<file path="src/rtl/capture_pkg.sv">
// Shared definitions for the sample capture controller: FSM encoding and
// the reload values of the min/max accumulator.
package capture_pkg;

    typedef enum logic [2:0] {
        ST_IDLE  = 3'd0,
        ST_FILL  = 3'd1,
        ST_ARMED = 3'd2,
        ST_POST  = 3'd3,
        ST_DONE  = 3'd4
    } cap_state_e;

    localparam logic [7:0] ACC_MAX_INIT = 8'h00;
    localparam logic [7:0] ACC_MIN_INIT = 8'hFF;

    function automatic logic is_busy(input cap_state_e s);
        return (s == ST_FILL) || (s == ST_ARMED) || (s == ST_POST);
    endfunction

endpackage

</file>
<file path="src/rtl/peak_accum.sv">
// Unsigned running max/min of an 8-bit sample stream. The result already
// folds in the current input sample, so a strobe cycle's sample is included.
module peak_accum
    import capture_pkg::*;
(
    input  logic        clk,
    input  logic        rst_n,
    input  logic        clear,
    input  logic        sample,
    input  logic [7:0]  din,
    output logic [15:0] result
);

    logic [7:0] max_q, max_d, min_q, min_d;
    logic [7:0] fold_max, fold_min;

    always_comb begin
        fold_max = (din > max_q) ? din : max_q;
        fold_min = (din < min_q) ? din : min_q;
        max_d    = max_q;
        min_d    = min_q;
        // Clear wins over sample: the new window starts on the following cycle.
        if (clear) begin
            max_d = ACC_MAX_INIT;
            min_d = ACC_MIN_INIT;
        end else if (sample) begin
            max_d = fold_max;
            min_d = fold_min;
        end
    end

    always_ff @(posedge clk or negedge rst_n) begin
        if (!rst_n) begin
            max_q <= ACC_MAX_INIT;
            min_q <= ACC_MIN_INIT;
        end else begin
            max_q <= max_d;
            min_q <= min_d;
        end
    end

    assign result = {fold_max, fold_min};

endmodule

</file>
<file path="src/rtl/sample_capture_ctrl.sv">
// Pre/post-trigger capture controller: turns decimation strobes into RAM
// writes, tracks the trigger address and sequences IDLE/FILL/ARMED/POST/DONE.
module sample_capture_ctrl
    import capture_pkg::*;
#(
    parameter int ADDR_W = 15
) (
    input  logic              CLK,
    input  logic              RST,
    input  logic [7:0]        ADC_DATA,
    input  logic              CLK_EN,
    input  logic              PEAK_MODE,
    input  logic              START,
    input  logic              TRIG,
    input  logic [ADDR_W-1:0] PRE_CNT,
    input  logic [ADDR_W-1:0] POST_CNT,
    output logic              WR_EN,
    output logic [ADDR_W-1:0] WR_ADDR,
    output logic [15:0]       WR_DATA,
    output logic [ADDR_W-1:0] TRIG_ADDR,
    output logic              BUSY,
    output logic              DONE
);

    cap_state_e        state_q, state_d;
    logic              wr_en_q, wr_en_d;
    logic [ADDR_W-1:0] wr_addr_q, wr_addr_d;
    logic [15:0]       wr_data_q, wr_data_d;
    logic [ADDR_W-1:0] trig_addr_q, trig_addr_d;
    logic              busy_q, busy_d;
    logic              done_q, done_d;
    logic [ADDR_W-1:0] cnt_q, cnt_d;
    logic [ADDR_W-1:0] pre_q, pre_d;
    logic [ADDR_W-1:0] post_q, post_d;
    logic              peak_q, peak_d;

    logic              strobe;
    logic              acc_clr;
    logic [ADDR_W-1:0] next_addr;
    logic [15:0]       acc_result;

    peak_accum u_peak (
        .clk    (CLK),
        .rst_n  (RST),
        .clear  (acc_clr),
        .sample (busy_q),
        .din    (ADC_DATA),
        .result (acc_result)
    );

    // Address the next issued write will use: a write in flight this cycle
    // still owns WR_ADDR, so the next one lands one higher.
    assign next_addr = wr_addr_q + ADDR_W'(wr_en_q);

    always_comb begin
        state_d     = state_q;
        wr_en_d     = 1'b0;
        wr_addr_d   = wr_addr_q;
        wr_data_d   = wr_data_q;
        trig_addr_d = trig_addr_q;
        cnt_d       = cnt_q;
        pre_d       = pre_q;
        post_d      = post_q;
        peak_d      = peak_q;
        strobe      = 1'b0;
        acc_clr     = 1'b0;

        if (wr_en_q) wr_addr_d = wr_addr_q + ADDR_W'(1);

        case (state_q)
            ST_IDLE, ST_DONE: begin
                if (START) begin
                    peak_d    = PEAK_MODE;
                    pre_d     = PRE_CNT;
                    post_d    = POST_CNT;
                    wr_addr_d = '0;
                    cnt_d     = '0;
                    acc_clr   = 1'b1;
                    state_d   = (PRE_CNT == '0) ? ST_ARMED : ST_FILL;
                end
            end
            ST_FILL: begin
                strobe = CLK_EN;
                if (CLK_EN) begin
                    cnt_d = cnt_q + ADDR_W'(1);
                    if ((cnt_q + ADDR_W'(1)) == pre_q) state_d = ST_ARMED;
                end
            end
            ST_ARMED: begin
                if (TRIG) begin
                    trig_addr_d = next_addr;
                    if (post_q == '0) begin
                        state_d = ST_DONE;
                    end else begin
                        // A strobe coinciding with the trigger is the first post write.
                        strobe  = CLK_EN;
                        cnt_d   = CLK_EN ? ADDR_W'(1) : '0;
                        state_d = ST_POST;
                    end
                end else begin
                    strobe = CLK_EN;
                end
            end
            ST_POST: begin
                strobe = CLK_EN && (cnt_q != post_q);
                if (strobe) cnt_d = cnt_q + ADDR_W'(1);
                if ((cnt_q == post_q) && wr_en_q) state_d = ST_DONE;
            end
            default: state_d = ST_IDLE;
        endcase

        if (strobe) begin
            wr_en_d   = 1'b1;
            wr_data_d = peak_q ? acc_result : {ADC_DATA, ADC_DATA};
            acc_clr   = 1'b1;
        end

        busy_d = is_busy(state_d);
        done_d = (state_d == ST_DONE);
    end

    always_ff @(posedge CLK or negedge RST) begin
        if (!RST) begin
            state_q     <= ST_IDLE;
            wr_en_q     <= 1'b0;
            wr_addr_q   <= '0;
            wr_data_q   <= '0;
            trig_addr_q <= '0;
            busy_q      <= 1'b0;
            done_q      <= 1'b0;
            cnt_q       <= '0;
            pre_q       <= '0;
            post_q      <= '0;
            peak_q      <= 1'b0;
        end else begin
            state_q     <= state_d;
            wr_en_q     <= wr_en_d;
            wr_addr_q   <= wr_addr_d;
            wr_data_q   <= wr_data_d;
            trig_addr_q <= trig_addr_d;
            busy_q      <= busy_d;
            done_q      <= done_d;
            cnt_q       <= cnt_d;
            pre_q       <= pre_d;
            post_q      <= post_d;
            peak_q      <= peak_d;
        end
    end

    assign WR_EN     = wr_en_q;
    assign WR_ADDR   = wr_addr_q;
    assign WR_DATA   = wr_data_q;
    assign TRIG_ADDR = trig_addr_q;
    assign BUSY      = busy_q;
    assign DONE      = done_q;

endmodule

</file>
<file path="config.mk">
export PLATFORM = sky130hd
export DESIGN_NAME = sample_capture_ctrl
export DESIGN_NICKNAME = d
export VERILOG_FILES = /design/src/rtl/capture_pkg.sv /design/src/rtl/peak_accum.sv /design/src/rtl/sample_capture_ctrl.sv
export SDC_FILE = /design/constraint.sdc
export NUM_CORES = 1
export LEC_CHECK = 0
export BUFFER_PORTS_ARGS = -buffer_cell sky130_fd_sc_hd__buf_2
export CORE_AREA = 2 2 209 108
export DETAILED_ROUTE_END_ITERATION = 8
export DIE_AREA = 0 0 211 110
export GPL_ROUTABILITY_DRIVEN = 0
export PLACE_DENSITY_LB_ADDON = 0.25
export SLEW_MARGIN = 10
export SYNTH_ARGS = -nofsm -noshare
export SYNTH_HDL_FRONTEND = slang
export SYNTH_SLANG_ARGS = --single-unit
export TNS_END_PERCENT = 1
</file>
<file path="constraint.sdc">
create_clock -name CLK -period 2.5 [get_ports CLK]
set_input_delay 0.25 -clock CLK [delete_from_list [all_inputs] [get_ports CLK]]
set_output_delay 0.25 -clock CLK [all_outputs]
set_load 0.03 [all_outputs]
</file>
Yosys cells after proc, flatten, opt, wreduce, memory -nomap -nowiden:

Index checks and enable logic that the tools add are counted.

* input port bits: 44
* output and inout port bits: 49
* logic and storage cells: 79
* register bits after elaboration: 114

* multiplexer cells: 32
* equality and inequality tests: 16
* order comparisons: 2
* add/sub/neg operators: 3
* reductions and logical operators: 13

Operators by type and width (count)
* 15-bit 2-to-1 mux: 8
* 15-bit one-hot mux with 4 select lines: 1
* 8-bit 2-to-1 mux: 6
* 15-bit by 1-bit adder with 15-bit output (second input constant): 2
* 15-bit equality test: 2
* 15-bit zero test: 2
* 3-bit 2-to-1 mux: 6
* 16-bit 2-to-1 mux: 1
* 15-bit by 1-bit adder with 15-bit output: 1
* 15-bit != test: 1
* 3-bit by 2-bit equality test with 1-bit output (second input constant): 4
* 3-bit one-hot mux with 4 select lines: 1
* 2-bit != test (second input constant): 5
* 8-bit greater-than comparator: 1
* 8-bit less-than comparator: 1
* 1-bit 2-to-1 mux: 7
* 3-bit by 1-bit equality test with 1-bit output (second input constant): 2
* 3-bit equality test (second input constant): 2
* 6-bit AND reduction: 1
* 2-bit AND reduction: 2
* 4-bit nonzero test: 1
* 3-bit zero test: 1
* 1-bit one-hot mux with 3 select lines: 1
* 1-bit logical AND: 2
* 4 further kinds: 5

Depth between registers and ports, before layout:

* depth in word-level cells: 8
* depth in mapped cells: 9
* gate-level depth less buffers: 8

Modules after synthesis:

From an unflattened synthesis, not the netlist that was laid out.

* cells, all modules: 724
* area total of the unflattened synthesis: 6523.8 µm²

Modules (own cells, without submodules)
* sample_capture_ctrl: area an instance 5230.0 µm², cells each 583, seq. area each 2452.4 µm², times used 1
* peak_accum: area an instance 1293.7 µm², cells each 141, seq. area each 410.4 µm², times used 1

Least setup slack after synthesis:

Ideal clock, no wire load.

* path kind: reg2reg
* from: reg cnt_q[1]
* to: reg state_q[1]
* library setup time: 0.068 ns
* arrival: 2.039 ns
* cell stages (with the launch flop): 7
* path buffers: 0
* period minus slack after synthesis: 2.107 ns
* data required time: 2.432 ns
* path slack: 0.393 ns
* path through: dfrtp_1 -> ha_1 -> and3_1 -> nand3_1 -> or4b_4 -> a2111oi_2 -> a311o_1

* longest elaborated chain between the ends: 5
* elaborated cells between the ends (all ways): 8
* classes of those cells: add/sub (1); eq/ne (2); mux (4); reduce/logical (1)

Ends and longest elaborated chain
* from (decl): RTL line sample_capture_ctrl.sv:32 `logic [ADDR_W-1:0] cnt_q, cnt_d;`
* from (signal assigned): RTL line sample_capture_ctrl.sv:143 `cnt_q <= cnt_d;`
* 15-bit by 1-bit adder with 15-bit output: RTL line sample_capture_ctrl.sv:86 `if ((cnt_q + ADDR_W'(1)) == pre_q) state_d = ST_ARMED;`
* 15-bit equality test: RTL line sample_capture_ctrl.sv:86
* 3-bit 2-to-1 mux: RTL line sample_capture_ctrl.sv:86
* 3-bit 2-to-1 mux: RTL line sample_capture_ctrl.sv:84 `if (CLK_EN) begin`
* 3-bit one-hot mux with 4 select lines (*): RTL line sample_capture_ctrl.sv:70 `case (state_q)`
* via state_d[1]: RTL line sample_capture_ctrl.sv:25 `cap_state_e state_q, state_d;`
* to (signal assigned): RTL line sample_capture_ctrl.sv:136 `state_q <= state_d;`
* to (decl): RTL line sample_capture_ctrl.sv:25

Mark *: on every way through the listed nets, which the timed path passes. The rest lies on a longest branch.
A chain may end at the register's enable or synchronous reset.

Worst setup path after layout:

Same ends and word-level chain as after synthesis.

==> impl_metrics.json <==
{
  "status": "complete, no violations",
  "ys_warn_count": 0,
  "synth_seq_area_share_pct": 45.33,
  "yosys.area.top_type_share_pct": 42.01,
  "multi_input_area_mm2": 0.003211,
  "fin_cells": 1088,
  "hold_viol_final": 0,
  "synth_area_leaders": "dfrtp_1, nand2_1, xnor2_1",
  "cp-start-kind": "register",
  "critPathMaxFanout": 6,
  "die_h_um": 110,
  "antennaDiodeCount": 0,
  "synth_edf_count": 0,
  "synth.distinct_cells": 63,
  "hp-start": "POST_CNT[11]",
  "worst_pin_slew_ps": 671.9,
  "clock_path_buffers": 2,
  "vias": 5468,
  "r2r_slack_ps": 100,
  "syn_inst": 688,
  "min_period_ps": 2402,
  "antenna_found_initial": 0,
  "power_density_mw_per_mm2": 1162,
  "area_growth_pct": 24.51,
  "fin_nets": 858,
  "rr_worst_depth": 6,
  "register_area_mm2": 0.002863,
  "cp_data_arrival_time_ps": 2750,
  "wirelength_um": 19240,
  "setup_ws_ps": 98.34,
  "path_cells": "ha_2 > and3_1 > nand3_1 > or4b_4 > a2111oi_4 > a311o_1",
  "total_power_mw": 9.139,
  "cp.depth": 6,
  "m1WireLength_um": 11120,
  "async_flop_share_pct": 100.0,
  "cp_slowest_cell": "or4b_4",
  "postCtsSetupRepairBufs": 0,
  "start_util_pct": 29.58,
  "grt_pass1_wl_um": 30530,
  "die_area_mm2": 0.02321,
  "final_area_mm2": 0.007863,
  "layout_common_cells": "nand2_1, dfrtp_1, buf_2",
  "htreeDepth": 4,
  "drtPass1Iterations": 5,
  "drv_cap": 0,
  "cts_tree": "yes",
  "portBuffers": 92,
  "final-setup-viol-count": 0,
  "fp.dieW_um": 211,
  "leakagePower_nw": 3.646,
  "netlist_area_mm2": 0.006315,
  "core_mm2": 0.02135,
  "first_iter_violations": 427,
  "dp.cells": 1055,
  "place_area_mm2": 0.007206,
  "critPathCaptureType": "register",
  "clock_sinks": 114,
  "met3_length_um": 1489,
  "layout_commonest_cell": "nand2_1",
  "grt_max_degree": 62,
  "grt_pass1_vias": 5124,
  "yosys_most_used_dff": "dfrtp_1",
  "slew_viol_final": 0,
  "avgSynthCellArea_um2": 9.178,
  "post-route-period-util_pct": 96.07,
  "finClkSkew_ps": 8.652,
  "path_class": "reg -> reg",
  "cpPeakStageDelay_ps": 610,
  "drive_gt1_share_pct": 23.27,
  "grt-ovfl-total": 0,
  "ant_nets": 0,
  "num_io_pins": 93,
  "clk_pin_slew_worst_paths_ps": 60,
  "hp-class": "in -> reg",
  "required_ps": 2840,
  "viasPerCell": 5.026,
  "clock-root-buffer": "clkbuf_16",
  "clock_latency_ps": 420,
  "fill_cells": 2169,
  "syn_nets": 751,
  "rows": 38,
  "top_layer": "met4",
  "met2WireLength_um": 6515,
  "r2r_start": "cnt_q[1]$_DFFE_PN0P_",
  "post-place-ws_ps": 7.218,
  "wl_per_cell_um": 17.68,
  "r2r-end": "state_q[1]$_DFF_PN0_",
  "grt_setup_unrepaired": "true",
  "cts_made_buffers": 17,
  "max_slew_margin_pct": 54.79,
  "hold_end": "post_q[11]$_DFFE_PN0P_",
  "cp_top_family": "simple AND/OR/NAND/NOR gates",
  "whs_path_depth": 3,
  "fmax_ghz": 0.4164,
  "ir_worst_vdd_mv": 0.4946,
  "hpwl_um": 14090,
  "drcViolationCount": 0,
  "grtUsageTotal_pct": 17.37,
  "path_buf_inv": 0,
  "ys_seq_elements": 114,
  "yosysTopAreaCell": "dfrtp_1"
}
==> per-layer routing <==
layer  GRT usage [%]  up-vias
met1           29.28     2609
met2           20.23      202
met5               0        -
li1                -     2646
met3           4.873       11
met4           3.773        0
==> tightest hold or removal path, stage by stage <==
cell     delay (ps)
buf_2            70
nand2_1          40
nand2_1          40
==> stage by stage <==
stage / TNS (ps) / utilization [%] / hold slack [ps]
final: 0 / 36.83 / 18.66
after global routing: -51.03 / 36.83 / 21.41
after CTS: 0 / 36.67 / 6.936
after detailed placement: 0 / 33.75 / 212.4
after global placement: -40.89 / 33.75 / 214.1
after floorplan: 0 / - / -45.59
==> cell type report <==
class / count / area share [%]
tap: 280 / 4.456
sequential: 114 / 36.41
clock buffer: 23 / 6.079
clock inverter: 9 / 1.655
timing repair buffer: 127 / 9.421
multi-input combinational: 511 / 40.83
inverter: 24 / 1.146
==> sequential cells by signal (all words and copies together) (netlist names) <==
signal / flops
WR_DATA: 16
peak_q: 1
state_q: 3
cnt_q: 15
BUSY: 1
WR_ADDR: 15
post_q: 15
TRIG_ADDR: 15
u_peak.max_q: 8
WR_EN: 1
DONE: 1
u_peak.min_q: 8
pre_q: 15
==> repair_timing <==
item                                   CTS  global route
hold buffers                             1             0
gates resized for setup                  1             6
pin swaps                                0             1
setup endpoints to repair                3            18
endpoints found under the hold margin   26             0
==> kinds of logic (layout without fill, tap and decap cells) <==
logic type / after synthesis / after routing / synth area share, %
xor gates and xnor gates: 57 / 57 / 7.906
AOI/OAI and AO/OA: 131 / 131 / 12.70
DFF: 114 / 114 / 45.33
adders and majority gates: 19 / 19 / 3.765
muxes: 28 / 28 / 4.557
and+or+nand+nor: 276 / 276 / 21.28
buffers and inverters: 63 / 183 / 4.458
==> worst max-delay path by stage <==
stage,from,end
after global routing,u_peak.min_q[2]$_DFFE_PN1P_,WR_DATA[7]$_DFFE_PN0P_
after floorplan,cnt_q[1]$_DFFE_PN0P_,state_q[1]$_DFF_PN0_
after global placement,cnt_q[1]$_DFFE_PN0P_,state_q[0]$_DFF_PN0_
final,cnt_q[1]$_DFFE_PN0P_,state_q[1]$_DFF_PN0_
after detailed placement,u_peak.max_q[7]$_DFFE_PN0P_,u_peak.max_q[5]$_DFFE_PN0P_
after CTS,cnt_q[1]$_DFFE_PN0P_,state_q[1]$_DFF_PN0_
==> where the power goes <==
part	total (mW)	switching, mW	leakage (nW)	internal, mW
Combinational	3.39	2.02	1.93	1.37
Clock	2.52	0.875	0.297	1.64
Sequential	3.23	0.758	1.42	2.47
==> synth_stat cells (all sizes together) (2+ instances only) <==
cell	count
nand2	121
dfrtp	106
a21oi	54
nor2	40
nand3	33
xnor2	32
mux2i	25
xor2	25
o21ai	24
a31oi	23
inv	23
buf	20
clkbuf	19
ha	19
nand4	18
nor3	15
and3	13
dfstp	8
nor4	8
o211ai	7
or3	5
and2	4
nor3b	4
a211oi	3
mux2	3
nor2b	3
o2111ai	3
a21o	2
a221o	2
a311o	2
a31o	2
and4	2
nand2b	2
nand4b	2
Power figures use the tool's default switching activity.
